$ cat src/rtl/robo_pkg.sv
// Shared definitions for the maze-robot grid world: headings, FSM states,
// command encoding, wall table and initial debris map for the 8x8 maze.
package robo_pkg;

  localparam int unsigned COORD_W = 3;
  localparam int unsigned IDX_W   = 6;
  localparam int unsigned N_CELLS = 64;

  localparam logic [1:0] ORI_N = 2'd0;
  localparam logic [1:0] ORI_E = 2'd1;
  localparam logic [1:0] ORI_S = 2'd2;
  localparam logic [1:0] ORI_W = 2'd3;

  typedef enum logic [1:0] {
    OCIOSO = 2'd0,
    EXEC   = 2'd1,
    SENS   = 2'd2
  } estado_t;

  typedef enum logic [1:0] {
    CMD_AVANCAR = 2'd0,
    CMD_GIRAR   = 2'd1,
    CMD_REMOVER = 2'd2
  } cmd_t;

  // Per-cell walls {N,E,S,W}, index y*8+x; borders are added by the neighbour logic.
  localparam logic [3:0] PAREDES [N_CELLS] = '{
    4'h0, 4'h0, 4'h8, 4'h0, 4'h0, 4'h0, 4'h0, 4'h0,
    4'h0, 4'h0, 4'h2, 4'h0, 4'h0, 4'h0, 4'h0, 4'h0,
    4'h0, 4'h0, 4'h0, 4'h0, 4'h0, 4'h0, 4'h0, 4'h0,
    4'h0, 4'h0, 4'h0, 4'h4, 4'h1, 4'h0, 4'h0, 4'h0,
    4'h0, 4'h0, 4'h0, 4'h0, 4'h0, 4'h0, 4'h0, 4'h0,
    4'h0, 4'h0, 4'h0, 4'h0, 4'h0, 4'h0, 4'h0, 4'h0,
    4'h0, 4'h0, 4'h0, 4'h0, 4'h0, 4'h0, 4'h0, 4'h0,
    4'h0, 4'h0, 4'h0, 4'h0, 4'h0, 4'h0, 4'h0, 4'h0
  };

  // Debris at (1,0), (2,2) and (5,4).
  localparam logic [N_CELLS-1:0] LIXO_INI = 64'h0000_0020_0004_0002;

  function automatic logic [IDX_W-1:0] cell_idx(input logic [COORD_W-1:0] x,
                                                input logic [COORD_W-1:0] y);
    return {y, x};
  endfunction

endpackage

$ cat src/rtl/calc_vizinho.sv
// Neighbour lookup: from position and heading, gives the cell index ahead and
// whether the front and left sides are closed by a wall or the maze border.
module calc_vizinho
  import robo_pkg::*;
(
  input  logic [COORD_W-1:0] x,
  input  logic [COORD_W-1:0] y,
  input  logic [1:0]         ori,
  output logic [IDX_W-1:0]   idx_frente,
  output logic               bloq_frente,
  output logic               bloq_esq
);

  logic [3:0]         fechado;
  logic [COORD_W-1:0] nx;
  logic [COORD_W-1:0] ny;

  // Bits {N,E,S,W}; a border side is always closed so no coordinate wraps.
  always_comb begin
    fechado = PAREDES[cell_idx(x, y)] |
              {y == 3'd7, x == 3'd7, y == 3'd0, x == 3'd0};
    nx = x;
    ny = y;
    bloq_frente = 1'b0;
    bloq_esq    = 1'b0;
    case (ori)
      ORI_N: begin ny = y + 3'd1; bloq_frente = fechado[3]; bloq_esq = fechado[0]; end
      ORI_E: begin nx = x + 3'd1; bloq_frente = fechado[2]; bloq_esq = fechado[3]; end
      ORI_S: begin ny = y - 3'd1; bloq_frente = fechado[1]; bloq_esq = fechado[2]; end
      default: begin nx = x - 3'd1; bloq_frente = fechado[0]; bloq_esq = fechado[1]; end
    endcase
    idx_frente = cell_idx(nx, ny);
  end

endmodule

$ cat src/rtl/ambiente_robo.sv
// Grid-world responder for the maze robot: executes avancar/girar/remover
// pulses and returns registered sensor readings for the controller.
module ambiente_robo
  import robo_pkg::*;
#(
  parameter int unsigned X0   = 0,
  parameter int unsigned Y0   = 0,
  parameter int unsigned ORI0 = 0,
  parameter int unsigned XF   = 7,
  parameter int unsigned YF   = 7
) (
  input  logic               clock,
  input  logic               reset,
  input  logic               avancar,
  input  logic               girar,
  input  logic               remover,
  output logic               head,
  output logic               left,
  output logic               under,
  output logic               barreira,
  output logic [COORD_W-1:0] pos_x,
  output logic [COORD_W-1:0] pos_y,
  output logic [2:0]         orientacao,
  output logic               ocupado,
  output logic               colisao,
  output logic               cmd_perdido,
  output logic               fim
);

  estado_t              estado;
  cmd_t                 cmd;
  logic [1:0]           ori;
  logic [N_CELLS-1:0]   lixo;
  logic [IDX_W-1:0]     idx_frente;
  logic [IDX_W-1:0]     idx_atual;
  logic                 bloq_frente;
  logic                 bloq_esq;
  logic                 algum_cmd;

  calc_vizinho u_vizinho (
    .x           (pos_x),
    .y           (pos_y),
    .ori         (ori),
    .idx_frente  (idx_frente),
    .bloq_frente (bloq_frente),
    .bloq_esq    (bloq_esq)
  );

  assign idx_atual  = cell_idx(pos_x, pos_y);
  assign algum_cmd  = avancar | girar | remover;
  assign orientacao = {1'b0, ori};

  always_ff @(posedge clock or negedge reset) begin
    if (!reset) begin
      estado      <= SENS;
      cmd         <= CMD_GIRAR;
      pos_x       <= 3'(X0);
      pos_y       <= 3'(Y0);
      ori         <= 2'(ORI0);
      lixo        <= LIXO_INI;
      head        <= 1'b0;
      left        <= 1'b0;
      under       <= 1'b0;
      barreira    <= 1'b0;
      ocupado     <= 1'b1;
      colisao     <= 1'b0;
      cmd_perdido <= 1'b0;
      fim         <= (3'(X0) == 3'(XF)) && (3'(Y0) == 3'(YF));
    end else begin
      colisao     <= 1'b0;
      cmd_perdido <= 1'b0;
      case (estado)
        OCIOSO: begin
          // Accept one command; lower-priority bits in the same cycle are dropped.
          if (algum_cmd) begin
            ocupado <= 1'b1;
            estado  <= EXEC;
            if (remover) begin
              cmd         <= CMD_REMOVER;
              cmd_perdido <= girar | avancar;
            end else if (girar) begin
              cmd         <= CMD_GIRAR;
              cmd_perdido <= avancar;
            end else begin
              cmd         <= CMD_AVANCAR;
            end
          end
        end
        EXEC: begin
          cmd_perdido <= algum_cmd;
          estado      <= SENS;
          case (cmd)
            CMD_GIRAR: ori <= ori + 2'd1;
            CMD_AVANCAR: begin
              if (head || barreira) begin
                colisao <= 1'b1;
              end else begin
                pos_x <= idx_frente[2:0];
                pos_y <= idx_frente[5:3];
                fim   <= (idx_frente == cell_idx(3'(XF), 3'(YF)));
              end
            end
            default: begin
              if (barreira)   lixo[idx_frente] <= 1'b0;
              else if (under) lixo[idx_atual]  <= 1'b0;
            end
          endcase
        end
        SENS: begin
          // Sensors always reflect the post-command position, heading and debris.
          cmd_perdido <= algum_cmd;
          head        <= bloq_frente;
          left        <= bloq_esq;
          under       <= lixo[idx_atual];
          barreira    <= !bloq_frente && lixo[idx_frente];
          ocupado     <= 1'b0;
          estado      <= OCIOSO;
        end
        default: begin
          estado  <= SENS;
          ocupado <= 1'b1;
        end
      endcase
    end
  end

endmodule

$ cat config.mk
export PLATFORM = sky130hd
export DESIGN_NAME = ambiente_robo
export DESIGN_NICKNAME = d
export VERILOG_FILES = /design/src/rtl/robo_pkg.sv /design/src/rtl/calc_vizinho.sv /design/src/rtl/ambiente_robo.sv
export SDC_FILE = /design/constraint.sdc
export NUM_CORES = 1
export LEC_CHECK = 0
export ABC_AREA = 1
export CAP_MARGIN = 20
export CELL_PAD_IN_SITES_DETAIL_PLACEMENT = 1
export CELL_PAD_IN_SITES_GLOBAL_PLACEMENT = 1
export CORE_MARGIN = 5
export CORE_UTILIZATION = 45
export DETAILED_ROUTE_END_ITERATION = 10
export MAX_ROUTING_LAYER = met4
export PLACE_DENSITY_LB_ADDON = 0.1
export SYNTH_ARGS = -nofsm -noshare
export SYNTH_HDL_FRONTEND = slang
export SYNTH_SLANG_ARGS = --single-unit
$ cat constraint.sdc
create_clock -name clock -period 3 [get_ports clock]
set_clock_uncertainty 0.15 [all_clocks]
set_input_delay 0.9 -clock clock [delete_from_list [all_inputs] [get_ports clock]]
set_output_delay 0.9 -clock clock [all_outputs]
set_load 0.02 [all_outputs]
* Yosys cells after proc, flatten, opt, wreduce, memory -nomap -nowiden *
Memories as Yosys holds them, arrays and structs flattened.
Cells that the tools add are included.

cells by class
  $add $sub $neg = 5
  multiply operators = 0
  div/mod/pow operators = 0
  order comparisons = 5
  eq/ne operators = 9
  shift-type cells = 0
  mux-type cells = 29
  bitwise logic cells = 11
  reductions and logical operators = 19

operators with widths
  cell                   count
  $and A64 B64 Y64       2
  $mux W64               2
  $not A64 Y64           2
  $lt A6 B7 Y1 const B   2
  $bmux W1 S6            2
  $demux W1 S6           2
  $ge A6 B1 Y1 const B   2
  $mux W1                12
  $pmux W3 S2            2
  $pmux W1 S3            3
  $mux W4                2
  $ge A7 B7 Y1 const B   1
  $not A6 Y7             1
  $add A3 B1 Y3 const B  2
  $eq A2 B1 Y1 const B   3
  $eq A3 B3 Y1 const B   2
  $eq A6 B6 Y1 const B   1
  $logic_not A2 Y1       3
  $logic_not A3 Y1       2
  $reduce_and A2 Y1      3
  $reduce_and A3 Y1      2
  $reduce_or A2 Y1       3
  $sub A3 B1 Y3 const B  2
  $eq A2 B2 Y1 const B   2
  other kinds (12)       18

storage, ports and cells
  register bits after elaboration = 84
  latch bits = 0
  RAM bits = 0
  bits in read-only memories = 256
  bits of input ports = 5
  output and inout port bits = 17
  word-level logic and storage cells = 93
  memories kept = 1

memories
  memory            words  bits a word  rd ports  clocked after memory_dff  write ports  line                RTL
  (name not given)  64     4            1         0                         0            calc_vizinho.sv:20  fechado = PAREDES[cell_idx(x, y)] |

* Longest topological paths before layout *
Gate-level depths: netlist of run 1.

  word-level depth = 10
  mapped depth = 18
  gate-level depth less buffers = 17

* Hierarchy *
Synthesis of run 1 repeated with hierarchy kept, for this count alone.

second synthesis, totals
  cells, all modules = 747
  area, all modules = 5267.6 µm²

modules (own cells, without submodules)
  module         instances  cells an instance  area an instance (µm²)  seq. area each (µm²)
  ambiente_robo  1          690                4976.0                  2109.5
  calc_vizinho   1          57                 291.5                   0.0

* Worst setup path after synthesis of run 1 *
Ideal clock, no wire load.

  path kind = register to register
  from = register ori[0]
  to = register lixo[40]
  setup time = 78 ps
  data arrival time = 2311 ps
  required time = 2772 ps
  setup slack = 462 ps
  cell stages (with the launch flop) = 14
  buffers on the path = 1
  clock period less this slack = 2538 ps
  cells stage by stage = dfrtp_1 > inv_1 > ha_1 > clkbuf_1 > xor2_1 > ha_1 > inv_1 > o21ai_2 > inv_1 > nand3_1 > nor2_1 > inv_1 > o22ai_1 > a21oi_1

between the ends
  word-level cells in the longest chain between the ends = 10
  elaborated cells on any way between the ends = 14
  those cells by class = order compare: 2; eq/ne: 2; mux: 5; bitwise: 2; reduce/logical: 3

RTL lines
  item                                                                       line                  RTL
  start, declared                                                            ambiente_robo.sv:32   logic [1:0] ori;
  start signal, assigned                                                     ambiente_robo.sv:59   ori <= 2'(ORI0);
  start signal, assigned                                                     ambiente_robo.sv:93   CMD_GIRAR: ori <= ori + 2'd1;
  $eq A2 B2 Y1 / $logic_not A2 Y1 (equally long branches)                    calc_vizinho.sv:26    case (ori)
  $reduce_or A2 Y1 (no source line)                                          --
  $pmux W3 S2                                                                calc_vizinho.sv:26
  $lt A6 B7 Y1 (implied by the code) / $ge A6 B1 Y1 (equally long branches)  ambiente_robo.sv:104  if (barreira) lixo[idx_frente] <= 1'b0;
  $logic_and A1 B1 Y1 (implied by the code)                                  ambiente_robo.sv:104
  $mux W1 (implied by the code)                                              ambiente_robo.sv:104
  $demux W1 S6 (*)                                                           ambiente_robo.sv:104
  $not A64 Y64 (no source line) (*)                                          --
  $and A64 B64 Y64 (no source line) (*)                                      --
  $mux W64 (*)                                                               ambiente_robo.sv:104
  end signal, assigned                                                       ambiente_robo.sv:60   lixo <= LIXO_INI;
  end signal, assigned by index                                              ambiente_robo.sv:104
  end signal, assigned by index                                              ambiente_robo.sv:105  else if (under) lixo[idx_atual] <= 1'b0;
  end, declared                                                              ambiente_robo.sv:33   logic [N_CELLS-1:0] lixo;

Mark *: on every way between the ends. The rest lies on a longest branch, timed or not.
A chain may end at the register's enable or synchronous reset.

* Worst setup path after layout of run 1 *
  from = register ori[1]
  to = register lixo[39]

Same word-level chain as after synthesis.

==> results.yml, run 1 <==
clock_network:
  numClockSinks: 84
  tritoncts: "built"
  numCtsBuffers: 9
  cts_hold_buffers: 0
  cts_buffer_depth: 2
  worstSkewPairLatency_ns: 0.36
  h-tree-depth: 3
  cts_root_buffer: "sky130_fd_sc_hd__clkbuf_16"
  clock_pin_slew_on_the_worst_setup_and_hold_paths_ns: 0.06
grt:
  grt-ovfl-total: 0
  grt_max_degree: 65
  antenna_violations_before_repair: 0
  grt_pass1_wl_um: 34600
  grt_pass1_vias: 6121
  global_route.usage.total_pct: 32.1
synthesis:
  postSynthAreaPerCell_um2: 7.08
  synthesis.area_um2: 5570
  synth_sequential_area_ratio_pct: 37.9
  yosys.cell_types.count: 38
  synth.area.mux_share_pct: 0
  share_of_the_synthesized_area_in_compound_gates_ao_oa_aoi_oai_pct: 19.6
  post_synthesis_share_of_cell_area_spent_on_full_adders_half_adders_and_majority_gates_pct: 2.61
  dominant_combinational_cell_family_by_area_after_synthesis: "simple AND/OR/NAND/NOR gates"
  postSynthNetCount: 802
  synth-warning-count: 0
  post_synth_xor_area_fraction_pct: 1.12
  yosys_register_bits: 84
  yosys.area_share.simple_pct: 27.8
  number_of_instances_in_the_synthesized_netlist: 786
setup_path:
  reg2reg_from: "ori[1]$_DFFE_PN0P_"
  timing_worst_setup_path_type: "flip-flop to flip-flop"
  cp_data_arrival_time_ns: 2.91
  r2r-end: "lixo[39]$_DFFE_PN0P_"
  worstRegToRegCells: 10
  category_of_the_worst_setup_path_launch_point: "flip-flop"
  data_required_critical_path_ns: 3.06
  crit_path_max_fanout: 12
  critical_path.endpoint_type: "flip-flop"
  rrSetupSlack_ns: 0.15
  worstSetupStartpoint: "ori[1]$_DFFE_PN0P_"
status:
  outcome: "finished clean"
pwr:
  power_leakage_nw: 3.01
  peakVddDrop_mv: 0.537
  power_density_nw_per_um2: 1330
  design_power_total_w: 0.00837
floorplan:
  io_pins: 22
  num_rows: 40
  chip_height_um: 121
  start_util_pct: 46.2
  fp.coreArea_um2: 12100
  dieArea_um2: 14700
  fp.dieW_um: 121
placement:
  buffer_ports.inserted: 20
  globalplace.congestion: 0.984
  detailedPlacementHpwl_um: 15300
  placed_cells: 965
routing:
  num_vias: 5935
  wirelength_um: 22300
  detailedRoute.firstIterationViolations: 576
  detail_route.wl_per_cell_um: 22.7
  via_density_per_instance: 6.05
  detail_route.drc_violations: 0
  detail_route.first_pass.iterations: 5
  ant_nets: 0
timing:
  clock.fmax_mhz: 351
  fin_crit_ns: 2.85
  tightest_slew_ns: 0.788
  rsz_0062_raised_after_global_routing: "false"
  maxSlewViolCount: 0
  timing.setup.tns_ns: 0
  hold_ws_ns: 0.332
  timing.final.hold_violations: 0
  setup_viol: 0
  period_share_pct: 94.9
  timing.slew.headroom_pct: 47.4
min_path:
  whs_endpoint: "lixo[18]$_DFFE_PN1P_"
  min_path_type: "flip-flop to flip-flop"
  timing.hold.worst_path_depth: 2
  min-delay-start: "lixo[18]$_DFFE_PN1P_"
final_layout:
  sequential_standard_cell_area_um2: 2110
  mostFrequentLayoutCell: "sky130_fd_sc_hd__nand2_1"
  fin_nets: 824
  post_route_cells_drive_above_1_share_pct: 10.1
  area_growth_syn_to_layout_pct: 13.0
  final.fill_count: 1553
  diodes: 0
  post-route-util_pct: 52.2
  layout.cells.non_filler: 981
  layout.cells.most_common_list: "sky130_fd_sc_hd__nand2_1 (240), sky130_fd_sc_hd__inv_1 (104), sky130_fd_sc_hd__dfrtp_1 (78)"
  multi_input_comb_area_um2: 2880
job:
  drv_cap: 0
## cells in the mapped netlist, drive strengths merged
| master | instances | area share [%] |
|---|---|---|
| a21boi | 3 | 0.40 |
| a21oi | 72 | 6.5 |
| a22oi | 11 | 1.5 |
| a31oi | 1 | 0.11 |
| buf | 21 | 2.7 |
| clkbuf | 11 | 0.74 |
| conb | 1 | 0.067 |
| dfrtp | 78 | 35 |
| dfstp | 6 | 2.8 |
| fa | 1 | 0.36 |
| ha | 10 | 2.2 |
| inv | 111 | 7.5 |
| nand2 | 258 | 19 |
| nand3 | 44 | 4.2 |
| nand4 | 9 | 1.0 |
| nor2 | 43 | 3.8 |
| nor3 | 3 | 0.27 |
| o2111ai | 2 | 0.31 |
| o211ai | 3 | 0.40 |
| o21a | 1 | 0.13 |
| o21ai | 21 | 2.0 |
| o22ai | 66 | 7.4 |
| o32ai | 4 | 0.63 |
| o41ai | 1 | 0.16 |
| xnor2 | 1 | 0.16 |
| xor2 | 4 | 0.97 |
## worst max-delay path by stage
stage / end / slack (ns) / cells after the start
global route: barreira$_DFFE_PN0N_ / 0.008 / 16
global placement: barreira$_DFFE_PN0N_ / 0.26 / 11
detailed placement: barreira$_DFFE_PN0N_ / 0.13 / 16
finish: lixo[39]$_DFFE_PN0P_ / 0.15 / 10
floorplan: lixo[40]$_DFFE_PN0P_ / 0.46 / 13
CTS: barreira$_DFFE_PN0N_ / 0.1 / 16
## where the power goes
group | internal (W) | switching [W] | leakage, nW
Combinational | 0.00172 | 0.00414 | 1.76
Clock | 0.000585 | 0.000486 | 0.127
Sequential | 0.00127 | 0.000169 | 1.13
## critical path, cell delays in order, from the launching register on
cell                      delay [ns]
sky130_fd_sc_hd__dfrtp_1        0.44
sky130_fd_sc_hd__inv_1          0.12
sky130_fd_sc_hd__ha_1           0.28
sky130_fd_sc_hd__fa_1           0.47
sky130_fd_sc_hd__nand2_2        0.09
sky130_fd_sc_hd__o21ai_2        0.08
sky130_fd_sc_hd__buf_4          0.22
sky130_fd_sc_hd__nor2_1         0.24
sky130_fd_sc_hd__nand2_2        0.28
sky130_fd_sc_hd__o32ai_1        0.24
sky130_fd_sc_hd__a21oi_1        0.11
## through the flow
stage,setup WS [ns],cell area (um2)
after global routing,0.00806,6290
after detailed placement,0.134,6000
after CTS,0.0993,6260
after global placement,0.264,6000
after floorplan,0.462,5570
final,0.153,6290
## sequential cells by signal (all words and copies together) (netlist names)
register / cells
colisao: 1
cmd_perdido: 1
left: 1
pos_x: 3
barreira: 1
ori: 2
cmd: 2
under: 1
fim: 1
estado: 2
lixo: 64
head: 1
pos_y: 3
ocupado: 1
## per-layer routing
metal,track usage (%),share of wire [%],wire [um],up-vias
met4,16.0,4.7,1050,0
met5,-,0,0,-
li1,-,-,-,2629
met1,40.6,41,9170,2930
met2,49.5,46,10200,303
met3,5.97,8.6,1910,73
## kinds of logic (layout without fill, tap and decap cells)
family                     Yosys count  after routing
and+or+nand+nor                    357            357
AOI/OAI and AO/OA                  185            185
buffers and inverters              143            170
DFF                                 84             84
adders and majority gates           11             11
xor gates and xnor gates             5              5
other                                1              1
## cell type report
type,instances,area share (%)
multi-input combinational,559,45.8
sequential,84,33.5
inverter,111,6.62
timing repair buffer,43,6.48
clock buffer,14,4.04
tap,168,3.34
clock inverter,2,0.199
## timing repair
| item | 4_1_cts | 5_1_grt |
|---|---|---|
| buffers inserted | 0 | 0 |
| resized for setup | 0 | 5 |
| setup endpoints to repair | 0 | 5 |
Note: power is estimated with default switching activity, not from simulation.
==> run 2, diff against run 1 <==
Settings changed: PLACE_DENSITY from default to 0.78, PLACE_DENSITY_LB_ADDON 0.1 to default.
==> results.yml, run 2 (same netlist as run 1, synthesis figures left out) <==
timing:
  rsz_0062_raised_after_global_routing: "true"
  timing.final.hold_violations: 0
  timing.slew.headroom_pct: 48.6
  fin_ws_ns: 0.117
  tightest_slew_ns: 0.771
  hold_ws_ns: 0.321
  setup_viol: 0
  clock.fmax_mhz: 347
  timing.setup.tns_ns: 0
  period_share_pct: 96.1
  maxSlewViolCount: 0
  fin_crit_ns: 2.88
floorplan:
  chip_height_um: 121
  fp.coreArea_um2: 12100
  fp.dieW_um: 121
  io_pins: 22
  dieArea_um2: 14700
  num_rows: 40
  start_util_pct: 46.2
job:
  drv_cap: 0
final_layout:
  mostFrequentLayoutCell: "sky130_fd_sc_hd__nand2_1"
  post_route_cells_drive_above_1_share_pct: 11.8
  diodes: 0
  post-route-util_pct: 52.8
  largest_register: "lixo"
  layout.cells.most_common_list: "sky130_fd_sc_hd__nand2_1 (238), sky130_fd_sc_hd__inv_1 (104), sky130_fd_sc_hd__dfrtp_1 (78)"
  sequential_standard_cell_area_um2: 2110
  final.fill_count: 1543
  layout_top_registers: "lixo: 64 flops, pos_x: 3 flops, pos_y: 3 flops"
  max_reg_flops: 64
  fin_nets: 827
  multi_input_comb_area_um2: 2920
  area_growth_syn_to_layout_pct: 14.3
routing:
  detail_route.first_pass.iterations: 5
  detail_route.drc_violations: 0
  num_vias: 5926
  detailedRoute.firstIterationViolations: 598
  ant_nets: 0
  wirelength_um: 22000
  via_density_per_instance: 6.02
  detail_route.wl_per_cell_um: 22.3
clock_network:
  cts_resized: 0
  cts_buffer_depth: 2
  tritoncts: "built"
  worstSkewPairLatency_ns: 0.36
  cts_root_buffer: "sky130_fd_sc_hd__clkbuf_16"
  numCtsBuffers: 9
  cts_post_setup_buffers_inserted: 0
  numClockSinks: 84
  cts_hold_buffers: 0
  h-tree-depth: 3
  clock_pin_slew_on_the_worst_setup_and_hold_paths_ns: 0.06
status:
  outcome: "finished clean"
pwr:
  power_density_nw_per_um2: 1330
  power_frac_comb_pct: 70.5
  design_power_total_w: 0.00848
  peakVddDrop_mv: 0.489
  power_leakage_nw: 3.05
  p_seq_share_pct: 16.4
  intPower_w: 0.00365
  clock_power_share_pct: 13.1
  netSwitchingPower_w: 0.00483
  power.share.switching_pct: 56.9
placement:
  globalplace.congestion: 0.979
  detailedPlace.worstSlack_ns: 0.190
  detailedPlacementHpwl_um: 15400
  buffer_ports.inserted: 20
grt:
  global_route.usage.total_pct: 31.7
  antenna_violations_before_repair: 0
  grt-ovfl-total: 0
  grt_max_degree: 85
  grt_pass1_wl_um: 34300
  grt_pass1_vias: 5974
setup_path:
  timing.critical_path.cells: "inv_1, ha_1, fa_1, nand2_1, nand2_2, nor2_1, nand2_1, nand2_4, inv_2, buf_4, nor2_8, nand2_4, o22ai_1, a21oi_1"
  data_required_critical_path_ns: 3.06
  crit_path_max_fanout: 8
  critical_path.endpoint_type: "flip-flop"
  crit_slowest_cell: "sky130_fd_sc_hd__dfrtp_1"
  cp_data_arrival_time_ns: 2.94
  category_of_the_worst_setup_path_launch_point: "flip-flop"
  timing_worst_setup_path_type: "flip-flop to flip-flop"
  max_stage_delay_ns: 0.43
  worstRegToRegCells: 14
min_path:
  timing.hold.worst_path_depth: 2
  min_path_type: "flip-flop to flip-flop"
[run 2: final timing paths]
kind,startpoint,end,slack (ns)
min reg2reg,lixo[1]$_DFFE_PN1P_,lixo[1]$_DFFE_PN1P_,0.32
max,ori[1]$_DFFE_PN0P_,lixo[44]$_DFFE_PN0P_,0.12
min,lixo[1]$_DFFE_PN1P_,lixo[1]$_DFFE_PN1P_,0.32
max reg2reg,ori[1]$_DFFE_PN0P_,lixo[44]$_DFFE_PN0P_,0.12
max in group asynchronous,reset,lixo[18]$_DFFE_PN1P_,1.84
min in group asynchronous,reset,pos_y[0]$_DFFE_PN0P_,0.36
[run 2: per-layer routing]
layer,global-route usage (%),part of all wire [%]
met3,4.43,7.1
met5,-,0
met1,42.6,43
met4,15.1,4.5
met2,47.5,45
[run 2: final cells by class]
class                           instances  share of cell area (%)
Clock buffer                           13                    4.25
Inverter                              111                    6.55
Multi-Input combinational cell        559                    45.9
Tap cell                              168                    3.30
Sequential cell                        84                    33.1
Clock inverter                          3                   0.334
Timing Repair Buffer                   46                    6.57
[run 2: power by group through the flow]
| stage | registers (W) | logic (W) | clock network, W |
|---|---|---|---|
| finish | 0.00139 | 0.00598 | 0.00111 |
| global route | 0.00142 | 0.00640 | 0.00118 |
| CTS | 0.00139 | 0.00572 | 0.00113 |
| detailed placement | 0.00141 | 0.00569 | 0 |
| global placement | 0.00141 | 0.00555 | 0 |
| floorplan | 0.00148 | 0.00372 | 0 |
[run 2: per-stage QoR]
stage,cells,cell area [um2]
finish,984,6360
CTS,984,6300
global placement,968,6010
global route,984,6360
floorplan,786,5570
detailed placement,968,6010
[run 2: critical path: cells and delay by family (launching register included)]
kind | cells | cell delay [ns]
and+or+nand+nor | 7 | 0.80
DFF | 1 | 0.43
AOI/OAI and AO/OA | 2 | 0.31
adders and majority gates | 2 | 0.68
buffers and inverters | 3 | 0.37
==> run 3, diff against run 2 <==
--- a/constraint.sdc
+++ b/constraint.sdc
@@ -3,3 +3,3 @@
 set_input_delay 0.9 -clock clock [delete_from_list [all_inputs] [get_ports clock]]
 set_output_delay 0.9 -clock clock [all_outputs]
-set_load 0.02 [all_outputs]
+set_load 0.1 [all_outputs]
==> results.yml, run 3 (same netlist as run 1, synthesis figures left out) <==
status:
  outcome: "finished clean"
setup_path:
  crit_family: "adder cells"
  timing.critical_path.cells: "inv_1, ha_1, fa_1, nand2_2, o21ai_2, buf_4, nor2_1, nand2_2, o22ai_1, a21oi_1"
  cp_depth: 10
  r2r-end: "lixo[43]$_DFFE_PN0P_"
  reg2reg_from: "ori[1]$_DFFE_PN0P_"
  crit_slowest_cell: "sky130_fd_sc_hd__fa_1"
  timing_worst_setup_path_type: "flip-flop to flip-flop"
  max_stage_delay_ns: 0.47
  critical_path.endpoint_type: "flip-flop"
  data_required_critical_path_ns: 3.06
  cp_data_arrival_time_ns: 2.91
  rrSetupSlack_ns: 0.14
  worstRegToRegCells: 10
  category_of_the_worst_setup_path_launch_point: "flip-flop"
  total_buffers_and_inverters_traversed_by_the_critical_path: 2
  crit_path_max_fanout: 11
  worstSetupStartpoint: "ori[1]$_DFFE_PN0P_"
  critical_path.most_common_cell: "sky130_fd_sc_hd__nand2_2"
  critPathCapture: "lixo[43]$_DFFE_PN0P_"
grt:
  grt_pass1_vias: 6132
  grt-ovfl-total: 0
  global_route.usage.total_pct: 31.5
  grt_pass1_wl_um: 34200
  antenna_violations_before_repair: 0
  grt_max_degree: 65
final_layout:
  max_reg_flops: 64
  fin_nets: 821
  post_route_cells_drive_above_1_share_pct: 12.6
  mostFrequentLayoutCell: "sky130_fd_sc_hd__nand2_1"
  area_growth_syn_to_layout_pct: 12.7
  largest_register: "lixo"
  layout.cells.most_common_list: "sky130_fd_sc_hd__nand2_1 (240), sky130_fd_sc_hd__inv_1 (104), sky130_fd_sc_hd__dfrtp_1 (75)"
  diodes: 0
  layout_top_registers: "lixo: 64 flops, pos_x: 3 flops, pos_y: 3 flops"
floorplan:
  dieArea_um2: 14700
  chip_height_um: 121
  start_util_pct: 46.2
  fp.coreArea_um2: 12100
  io_pins: 22
  fp.dieW_um: 121
  num_rows: 40
placement:
  buffer_ports.inserted: 20
  detailedPlacementHpwl_um: 15400
  globalplace.congestion: 1.01
clock_network:
  clock_pin_slew_on_the_worst_setup_and_hold_paths_ns: 0.07
  numCtsBuffers: 9
  worstSkewPairLatency_ns: 0.36
  h-tree-depth: 3
  cts_root_buffer: "sky130_fd_sc_hd__clkbuf_16"
  cts_hold_buffers: 0
  numClockSinks: 84
  tritoncts: "built"
  cts_buffer_depth: 2
routing:
  detail_route.drc_violations: 0
  detail_route.wl_per_cell_um: 22.1
  wirelength_um: 21600
  detailedRoute.firstIterationViolations: 565
  detail_route.first_pass.iterations: 5
  num_vias: 5886
  ant_nets: 0
  via_density_per_instance: 6.02
timing:
  tightest_slew_ns: 0.799
  fin_crit_ns: 2.86
  timing.slew.headroom_pct: 46.6
  maxSlewViolCount: 0
  rsz_0062_raised_after_global_routing: "true"
  timing.setup.tns_ns: 0
  period_share_pct: 95.2
  clock.fmax_mhz: 350
  setup_viol: 0
  timing.final.hold_violations: 0
min_path:
  min_path_type: "input pin to async pin"
job:
  drv_cap: 0
run 3: through the flow:
step / util, % / setup WS [ns] / instances / hold slack (ns) / cell area (um2)
after floorplan: - / 0.0201 / 786 / 0.293 / 5570
after global placement: 49.2 / 0.283 / 962 / 0.302 / 5940
after detailed placement: 49.2 / 0.113 / 962 / 0.310 / 5940
final: 52.0 / 0.143 / 978 / 0.321 / 6270
after global routing: 52.0 / -0.0581 / 978 / 0.356 / 6270
after CTS: 51.8 / 0.0681 / 978 / 0.323 / 6250
run 3: worst min path at each step:
stage                     slack (ns)                 from  cells after the start              endpoint
after global routing            0.36                reset                      1  pos_y[0]$_DFFE_PN0P_
after global placement          0.30  lixo[1]$_DFFE_PN1P_                      2   lixo[1]$_DFFE_PN1P_
after detailed placement        0.31  lixo[1]$_DFFE_PN1P_                      2   lixo[1]$_DFFE_PN1P_
final                           0.32                reset                      1  pos_y[0]$_DFFE_PN0P_
after floorplan                 0.29  lixo[1]$_DFFE_PN1P_                      2   lixo[1]$_DFFE_PN1P_
after CTS                       0.32  lixo[1]$_DFFE_PN1P_                      2   lixo[1]$_DFFE_PN1P_
run 3: repair_timing:
| action | 4_1_cts | 5_1_grt |
|---|---|---|
| setup endpoints to repair | 0 | 43 |
| resized for setup | 0 | 5 |
| setup buffers | 0 | 0 |
run 3: worst register-to-register path, stage by stage, from the launching register on:
cell and delay (ns):
sky130_fd_sc_hd__dfrtp_2 0.44, sky130_fd_sc_hd__inv_1 0.12, sky130_fd_sc_hd__ha_1 0.28, sky130_fd_sc_hd__fa_1 0.47, sky130_fd_sc_hd__nand2_2 0.09, sky130_fd_sc_hd__o21ai_2 0.09
sky130_fd_sc_hd__buf_4 0.22, sky130_fd_sc_hd__nor2_1 0.22, sky130_fd_sc_hd__nand2_2 0.24, sky130_fd_sc_hd__o22ai_1 0.28, sky130_fd_sc_hd__a21oi_1 0.11
run 3: layout make-up:
| cell class | count | area [um2] |
|---|---|---|
| Tap cell | 168 | 210 |
| Inverter | 111 | 417 |
| Fill cell | 1555 | 5790 |
| Multi-Input combinational cell | 559 | 2880 |
| Clock inverter | 5 | 58.8 |
| Timing Repair Buffer | 40 | 345 |
| Sequential cell | 84 | 2110 |
| Clock buffer | 11 | 253 |
run 3: layer usage:
layer | share of wire (%) | up-vias | track usage [%] | wire, um
met5 | 0 | - | - | 0
met4 | 4.4 | 0 | 15.3 | 958
li1 | - | 2628 | - | -
met1 | 42 | 2926 | 40.6 | 9050
met2 | 46 | 261 | 48.1 | 9840
met3 | 8.1 | 71 | 5.64 | 1750
Power of run 3 is not shown: default switching activity piles up to over one toggle a cycle in this logic, so the estimate is an artifact.
